===== src/rtl/hazard_scheduler_if.sv =====
// Decoder-side hazard bus: ID-stage instruction fields in, pipeline control and debug counters out.
interface hazard_scheduler_if #(
  parameter int unsigned CNT_W = 16
);
  logic             id_valid;
  logic [4:0]       id_rs1;
  logic [4:0]       id_rs2;
  logic             id_uses_rs2;
  logic [4:0]       id_rd;
  logic             id_reg_en;
  logic             id_memtoreg;
  logic             ex_branch_taken;
  logic             stall_if;
  logic             bubble_ex;
  logic             flush_ifid;
  logic [1:0]       fwd_a;
  logic [1:0]       fwd_b;
  logic [CNT_W-1:0] stall_count;
  logic [CNT_W-1:0] flush_count;

  modport master (
    output id_valid, id_rs1, id_rs2, id_uses_rs2, id_rd, id_reg_en, id_memtoreg, ex_branch_taken,
    input  stall_if, bubble_ex, flush_ifid, fwd_a, fwd_b, stall_count, flush_count
  );

  modport slave (
    input  id_valid, id_rs1, id_rs2, id_uses_rs2, id_rd, id_reg_en, id_memtoreg, ex_branch_taken,
    output stall_if, bubble_ex, flush_ifid, fwd_a, fwd_b, stall_count, flush_count
  );
endinterface


===== src/rtl/hazard_scheduler.sv =====
// RV32I 5-stage hazard controller: shadow EX/MEM/WB scoreboard, load-use stall,
// redirect flush sequencing, EX operand forwarding selects and saturating event counters.
module hazard_scheduler #(
  parameter int unsigned FLUSH_CYCLES = 2,
  parameter int unsigned CNT_W        = 16
) (
  input  logic              clock,
  input  logic              reset,
  hazard_scheduler_if.slave bus
);
  typedef enum logic {RUN, FLUSH} state_t;

  typedef struct packed {
    logic       valid;
    logic [4:0] rd;
    logic       reg_en;
    logic       memtoreg;
  } slot_t;

  localparam logic [2:0] FCNT_LOAD = 3'(FLUSH_CYCLES - 1);

  state_t           state;
  logic [2:0]       fcnt;
  slot_t            ex_slot, mem_slot, wb_slot;
  logic [4:0]       ex_rs1, ex_rs2;
  logic             ex_uses_rs2;
  logic [CNT_W-1:0] stall_cnt, flush_cnt;

  logic       load_use, in_flush, redirect;
  logic       stall, bubble, flush;
  logic [1:0] sel_a, sel_b;

  function automatic logic live(input slot_t s);
    return s.valid && s.reg_en && (s.rd != 5'd0);
  endfunction

  // MEM is checked first so the youngest writer wins; a MEM load never forwards.
  function automatic logic [1:0] fwd_sel(input logic [4:0] rs, input slot_t m, input slot_t w);
    if (live(m) && !m.memtoreg && (m.rd == rs)) return 2'b10;
    if (live(w) && (w.rd == rs)) return 2'b01;
    return 2'b00;
  endfunction

  always_comb begin
    load_use = bus.id_valid && live(ex_slot) && ex_slot.memtoreg &&
               ((ex_slot.rd == bus.id_rs1) || (bus.id_uses_rs2 && (ex_slot.rd == bus.id_rs2)));
    in_flush = (state == FLUSH);
    redirect = !in_flush && bus.ex_branch_taken;
    stall    = 1'b0;
    bubble   = 1'b0;
    flush    = 1'b0;
    sel_a    = 2'b00;
    sel_b    = 2'b00;
    if (!reset) begin
      flush  = in_flush || redirect;
      bubble = in_flush || redirect || load_use;
      stall  = !in_flush && !redirect && load_use;
      if (ex_slot.valid) begin
        sel_a = fwd_sel(ex_rs1, mem_slot, wb_slot);
        if (ex_uses_rs2) sel_b = fwd_sel(ex_rs2, mem_slot, wb_slot);
      end
    end
  end

  assign bus.stall_if    = stall;
  assign bus.bubble_ex   = bubble;
  assign bus.flush_ifid  = flush;
  assign bus.fwd_a       = sel_a;
  assign bus.fwd_b       = sel_b;
  assign bus.stall_count = stall_cnt;
  assign bus.flush_count = flush_cnt;

  always_ff @(posedge clock or posedge reset) begin
    if (reset) begin
      state       <= RUN;
      fcnt        <= '0;
      ex_slot     <= '0;
      mem_slot    <= '0;
      wb_slot     <= '0;
      ex_rs1      <= '0;
      ex_rs2      <= '0;
      ex_uses_rs2 <= 1'b0;
      stall_cnt   <= '0;
      flush_cnt   <= '0;
    end else begin
      wb_slot     <= mem_slot;
      mem_slot    <= ex_slot;
      ex_slot     <= '{valid: bus.id_valid && !bubble, rd: bus.id_rd,
                       reg_en: bus.id_reg_en, memtoreg: bus.id_memtoreg};
      ex_rs1      <= bus.id_rs1;
      ex_rs2      <= bus.id_rs2;
      ex_uses_rs2 <= bus.id_uses_rs2;

      if (stall && !(&stall_cnt)) stall_cnt <= stall_cnt + CNT_W'(1);
      if (redirect && !(&flush_cnt)) flush_cnt <= flush_cnt + CNT_W'(1);

      // fcnt holds the FLUSH cycles still owed; leaving on the last one makes the
      // redirect cycle plus FLUSH-state cycles total exactly FLUSH_CYCLES.
      case (state)
        RUN: begin
          if (redirect) begin
            fcnt <= FCNT_LOAD;
            if (FLUSH_CYCLES > 1) state <= FLUSH;
          end
        end
        FLUSH: begin
          fcnt <= fcnt - 3'd1;
          if (fcnt <= 3'd1) state <= RUN;
        end
        default: state <= RUN;
      endcase
    end
  end
endmodule


===== src/flat_wrapper.sv =====
// flat-port wrapper written by rule: the top's interface ports become plain ports
module hazard_scheduler_flat 
#(
  parameter int unsigned FLUSH_CYCLES = 2,
  parameter int unsigned CNT_W        = 16
)
  (clock, reset, bus_id_valid, bus_id_rs1, bus_id_rs2, bus_id_uses_rs2, bus_id_rd, bus_id_reg_en, bus_id_memtoreg, bus_ex_branch_taken, bus_stall_if, bus_bubble_ex, bus_flush_ifid, bus_fwd_a, bus_fwd_b, bus_stall_count, bus_flush_count);
  hazard_scheduler_if #(.CNT_W(CNT_W)) bus_i ();
  input  logic clock;
  input  logic reset;
  input wire logic [$bits(bus_i.id_valid)-1:0] bus_id_valid;
  input wire logic [$bits(bus_i.id_rs1)-1:0] bus_id_rs1;
  input wire logic [$bits(bus_i.id_rs2)-1:0] bus_id_rs2;
  input wire logic [$bits(bus_i.id_uses_rs2)-1:0] bus_id_uses_rs2;
  input wire logic [$bits(bus_i.id_rd)-1:0] bus_id_rd;
  input wire logic [$bits(bus_i.id_reg_en)-1:0] bus_id_reg_en;
  input wire logic [$bits(bus_i.id_memtoreg)-1:0] bus_id_memtoreg;
  input wire logic [$bits(bus_i.ex_branch_taken)-1:0] bus_ex_branch_taken;
  output wire logic [$bits(bus_i.stall_if)-1:0] bus_stall_if;
  output wire logic [$bits(bus_i.bubble_ex)-1:0] bus_bubble_ex;
  output wire logic [$bits(bus_i.flush_ifid)-1:0] bus_flush_ifid;
  output wire logic [$bits(bus_i.fwd_a)-1:0] bus_fwd_a;
  output wire logic [$bits(bus_i.fwd_b)-1:0] bus_fwd_b;
  output wire logic [$bits(bus_i.stall_count)-1:0] bus_stall_count;
  output wire logic [$bits(bus_i.flush_count)-1:0] bus_flush_count;
  assign bus_i.id_valid = bus_id_valid;
  assign bus_i.id_rs1 = bus_id_rs1;
  assign bus_i.id_rs2 = bus_id_rs2;
  assign bus_i.id_uses_rs2 = bus_id_uses_rs2;
  assign bus_i.id_rd = bus_id_rd;
  assign bus_i.id_reg_en = bus_id_reg_en;
  assign bus_i.id_memtoreg = bus_id_memtoreg;
  assign bus_i.ex_branch_taken = bus_ex_branch_taken;
  assign bus_stall_if = bus_i.stall_if;
  assign bus_bubble_ex = bus_i.bubble_ex;
  assign bus_flush_ifid = bus_i.flush_ifid;
  assign bus_fwd_a = bus_i.fwd_a;
  assign bus_fwd_b = bus_i.fwd_b;
  assign bus_stall_count = bus_i.stall_count;
  assign bus_flush_count = bus_i.flush_count;
  hazard_scheduler #(.FLUSH_CYCLES(FLUSH_CYCLES), .CNT_W(CNT_W)) u_core (.clock(clock), .reset(reset), .bus(bus_i));
endmodule

===== config.mk =====
export PLATFORM = sky130hd
export DESIGN_NAME = hazard_scheduler_flat
export DESIGN_NICKNAME = d
export VERILOG_FILES = /design/src/rtl/hazard_scheduler_if.sv /design/src/rtl/hazard_scheduler.sv /design/src/flat_wrapper.sv
export SDC_FILE = /design/constraint.sdc
export NUM_CORES = 1
export LEC_CHECK = 0
export CORE_MARGIN = 4
export CORE_UTILIZATION = 35
export DETAILED_ROUTE_END_ITERATION = 12
export MAX_ROUTING_LAYER = met4
export PLACE_DENSITY_LB_ADDON = 0.08
export REMOVE_ABC_BUFFERS = 1
export SYNTH_ARGS = -nofsm -noshare
export SYNTH_HDL_FRONTEND = slang
export SYNTH_SLANG_ARGS = --single-unit

===== constraint.sdc =====
create_clock -name clock -period 6.2 [get_ports clock]
set_input_delay 1.24 -clock clock [delete_from_list [all_inputs] [get_ports clock]]
set_output_delay 1.24 -clock clock [all_outputs]
set_load 0.02 [all_outputs]

## After elaboration in Yosys (flattened, before gate mapping)

Index checks and enable logic that the tools add are counted.
W data, S select, Z words.

- Bits of input ports: 22
- Word-level logic and storage cells: 102
- Bits in registers: 70

- Order comparisons: 1
- Reduce and logical (&&, ||, !) cells: 35
- Eq/ne operators: 7
- Add/sub/neg operators: 3
- Bitwise logic cells: 1
- Multiplexer cells: 37

Operators by type and width:

| cell | number |
|---|---|
| $add A16 B1 Y16 const B | 2 |
| $reduce_and A16 Y1 | 2 |
| $eq A5 B5 Y1 | 6 |
| $mux W2 | 13 |
| $logic_and A1 B1 Y1 | 21 |
| $mux W1 | 21 |
| $reduce_bool A5 Y1 | 3 |
| $logic_not A1 Y1 | 6 |
| $pmux W3 S2 | 1 |
| $le A3 B1 Y1 const B | 1 |
| $logic_or A1 B1 Y1 | 3 |
| $mux W3 | 1 |
| $sub A3 B1 Y3 const B | 1 |
| $ne A2 B1 Y1 const B | 1 |
| $pmux W1 S2 | 1 |
| $not A1 Y1 | 1 |

## Logic depth before layout (Yosys ltp)

- Depth after elaboration: 17
- Depth in mapped cells: 7
- Mapped depth without buffers: 6

## Worst setup path after synthesis

No wires, ideal clock.

- Kind: input -> output
- From: input reset
- To: output bus_stall_if
- Path slack: 1.474 ns
- Arrival: 3.486 ns
- Cell stages on the path: 3
- Buffers on the path: 0
- Cells stage by stage: inv_1 nand2_1 nor2_1

- Cells in the longest elaborated chain, start to end: 1

Ends and longest elaborated chain:

| element | RTL line | text |
|---|---|---|
| from (decl) | flat_wrapper.sv:10 | `input logic reset;` |
| $mux W1 | hazard_scheduler.sv:54 | `if (!reset) begin` |
| to (decl) | flat_wrapper.sv:19 | `output wire logic [$bits(bus_i.stall_if)-1:0] bus_stall_if;` |

Every way passes these cells.

## Final worst setup path

- From: input reset
- To: output bus_fwd_b[0]

- Cells in the longest elaborated chain, start to end: 1

Ends and longest elaborated chain:

| element | RTL line | text |
|---|---|---|
| $mux W2 | hazard_scheduler.sv:54 |  |
| to (decl) | flat_wrapper.sv:23 | `output wire logic [$bits(bus_i.fwd_b)-1:0] bus_fwd_b;` |

Every way passes these cells.

==> results.md <==
- Worst vdd ir: 0.253 mV
- Crit end category: output port
- Hold Slack: 0.372 ns
- Longest Clk Path Bufs: 2
- Storage cell area: 0.00175 sq mm
- Final cell count without fillers: 446
- Period utilization: 75.8%
- DRT Pass-1 Iters: 4
- Vias in the first global route: 2236
- Synth area leader: dfrtp_1
- Die H: 102 microns
- Worst path top cell family by delay: buffers and inverters
- Final setup viols: 0
- Critical path type: input port to output port
- Drt initial violations: 81
- Final hold viol count: 0
- First-pass GRT wire length: 11000 microns
- Reg2reg path depth: 5
- Most used cell, CP: clkdlybuf4s50_1
- Leakage power: 1.62 nW
- CTS tree: built
- CTS HTree Levels: 3
- Reg-to-reg endpoint: u_core.bus.stall_count[15]
- Post-Place Setup Slack: 1.49 ns
- RD Place Congestion: 0.712
- DR vias: 2194
- R2R Path Start: u_core.in_flush
- Synth top area cells: dfrtp_1 (56%), xnor2_1 (12%), xor2_1 (4.5%), nand3_1 (3.9%), nand4_1 (3.0%)
- Crit path cell chain: clkdlybuf4s50_1 -> nor2b_1 -> nand3_1 -> or4_1 -> nor4_1 -> clkdlybuf4s50_1
- DP Area: 0.00385 sq mm
- Area growth from synthesis to layout: 30.7%
- Clock transition at path regs: 0.08 ns
- Critical Path RT: 4.96 ns
- Tightest Hold Check Type: flop to flop
- P per Cell Area: 297 mW/mm^2
- Post-synthesis cell area: 0.00312 sq mm
- Cell-internal power: 852 uW
- Final min period: 4.70 ns
- Post-route ant nets: 0
- Post-route setup slack: 1.50 ns
- Flops & latches, synth: 70
- Worst-Skew Late Latency: 0.34 ns
- RSZ-0062 raised after global routing: no
- R2R setup slack: 3.99 ns
- Residual DRC: 0
- Worst setup path startpoint: reset
- Cts repair resizes: 0
- Slew at the pin closest to its max-slew limit: 1.24 ns
- Std-Cell Rows: 34
- Post-synth top area share: 56.2%
- Inst Count DP: 430
- Die Area: 0.0105 sq mm
- Largest net degree at the start of global routing: 71
- Avg WL per Cell: 15.1 microns
- Hold buffer count at CTS: 0
- # port buffers: 60
- Fin util: 47.0%
- Via/cell ratio: 4.92
- Run status: finished clean
- Prevailing post-synth register cell: dfrtp_1
- Switching Power: 357 uW
- Capture point of the critical path: bus_fwd_b[0]
- Fraction of layout cells with a size suffix above 1: 9.17%
- Slowest Stage Delay on Critical Path: 0.64 ns
- Max Cap Violations: 0
- Sw frac: 29.5%
- Combinational share of power: 19.5%
- Number of antenna diodes: 0
- Setup TNS: 0 ns
- Total gr overflow: 0
- Post-synth EDFFs: 0
- Total power: 1.21 mW
- Critical Path Stages: 6
- Syn Inst Count: 263
- Root buffer cell: clkbuf_8
- Sequential share of power: 46.9%
- Final WL: 6750 microns
- # Post-CTS Setup Buffers: 0
- Slew margin rel.: 16.6%
- Ys async rst share: 100%
- Core area: 0.00868 sq mm
- Netlist cell types: 39
- Seq/Total Area, Yosys: 56.2%
- IO Pins: 61
- Starting Density: 35.9%
- CP bufs+invs: 2
- Critical path launch point type: input port
- Sink Count: 70
- # fillers: 845
- FMAX: 0.213 GHz
- Clock Power Share: 33.6%
- Post-route clock skew: 0.00700 ns
- Post-Syn Area per Cell: 11.9 sq um
- Post-route cell area: 0.00408 sq mm
- Width of the die: 102 microns
- Area of the multi-input gates: 0.00133 sq mm
- Critical Path Slowest Stage Cell: clkdlybuf4s50_1
- YS warnings: 0
- Final Max Slew Viols: 0
- Total CTS buffers: 9
- Crit path max fanout: 6
- WP data arrival: 3.46 ns
- Tot GR Track Use: 14.2%
- Antenna violations before repair: 0
- Nets: 359
- Post-DP HPWL: 4890 microns
## layer usage
metal	up-vias	wire length [microns]	global-route usage (%)
met5	-	0	-
met4	0	72	5.75
met3	7	338	4.37
met2	54	3120	20.2
met1	1063	3230	18.8
li1	1070	-	-
## worst min path at each step
stage	start	end	slack (ns)	depth (start not counted)
after global placement	u_core.ex_slot[1]	u_core.mem_slot[1]	0.36	0
after global routing	u_core.ex_slot[1]	u_core.mem_slot[1]	0.38	0
after CTS	u_core.ex_slot[1]	u_core.mem_slot[1]	0.37	0
after detailed placement	u_core.ex_slot[1]	u_core.mem_slot[1]	0.36	0
after floorplan	u_core.ex_slot[1]	u_core.mem_slot[1]	0.35	0
final	u_core.ex_slot[1]	u_core.mem_slot[1]	0.37	0
## layout make-up
type / count / area share [%]
Sequential cell: 70 / 43.0
Multi-Input combinational cell: 184 / 32.6
Timing Repair Buffer: 62 / 15.1
Tap cell: 108 / 3.31
Clock buffer: 9 / 3.04
Clock inverter: 7 / 2.39
Inverter: 6 / 0.552
## power by group through the flow
stage          combinational [mW]  clock, mW  sequential, mW
3_3_place_gp                0.236          0           0.576
3_5_place_dp                0.240          0           0.575
5_1_grt                     0.260      0.446           0.578
4_1_cts                     0.241      0.420           0.568
2_1_floorplan               0.117          0           0.591
6_report                    0.236      0.406           0.567
## flip-flops by register name, summed over array words and instances, names as in the netlist
register	cells
u_core.bus.stall_count	16
u_core.wb_slot	7
u_core.ex_uses_rs2	1
u_core.mem_slot	8
u_core.ex_rs1	5
u_core.fcnt	3
u_core.ex_rs2	5
u_core.in_flush	1
u_core.bus.flush_count	16
u_core.ex_slot	8
## cells in the mapped netlist (2+ instances only)
library cell   n
mux2_1         2
nor4b_2        2
a31oi_1        2
a21oi_1        4
ha_1           4
nor2_1        13
xor2_1        16
and4_1         4
nand2_1       10
and2_1         2
xnor2_1       43
nor2b_1        2
nand3_1       24
inv_1          6
or4_1          3
dfrtp_1       70
nand2b_1       2
buf_2          3
and3_1         8
nor3_1         7
nand4_1       15
nor4_1         4
## layout by cell type, fill, tap and decap left out, drive strengths merged, types with 3 or more instances in the layout
| master | instances |
|---|---|
| and3 | 8 |
| nand2b | 3 |
| nand4 | 15 |
| a21oi | 5 |
| clkdlybuf4s50 | 60 |
| nor4 | 4 |
| dfrtp | 70 |
| xor2 | 16 |
| and4 | 4 |
| clkbuf | 9 |
| nor2 | 13 |
| ha | 4 |
| xnor2 | 43 |
| nor3 | 8 |
| mux2 | 3 |
| nand3 | 25 |
| or4 | 4 |
| inv | 7 |
| nand2 | 10 |
## cell families (layout without fill, tap and decap cells)
family / Yosys count / in the layout / share of synthesized area (%)
fa+ha+maj: 4 / 4 / 1.60
xor+xnor: 59 / 59 / 16.6
simple gates: 100 / 100 / 18.5
mux: 3 / 3 / 1.08
buf+inv: 9 / 84 / 1.20
compound gates: 18 / 18 / 4.93
flops: 70 / 70 / 56.2
## worst reg2reg max path, stage by stage, from the launching register on
cell and delay, ns:
dfrtp_1 0.49, nor3_1 1.02, nand3_1 0.15, nor3_1 0.17, nand3_1 0.12, xnor2_1 0.15
Note: power is estimated with default switching activity, not from simulation.
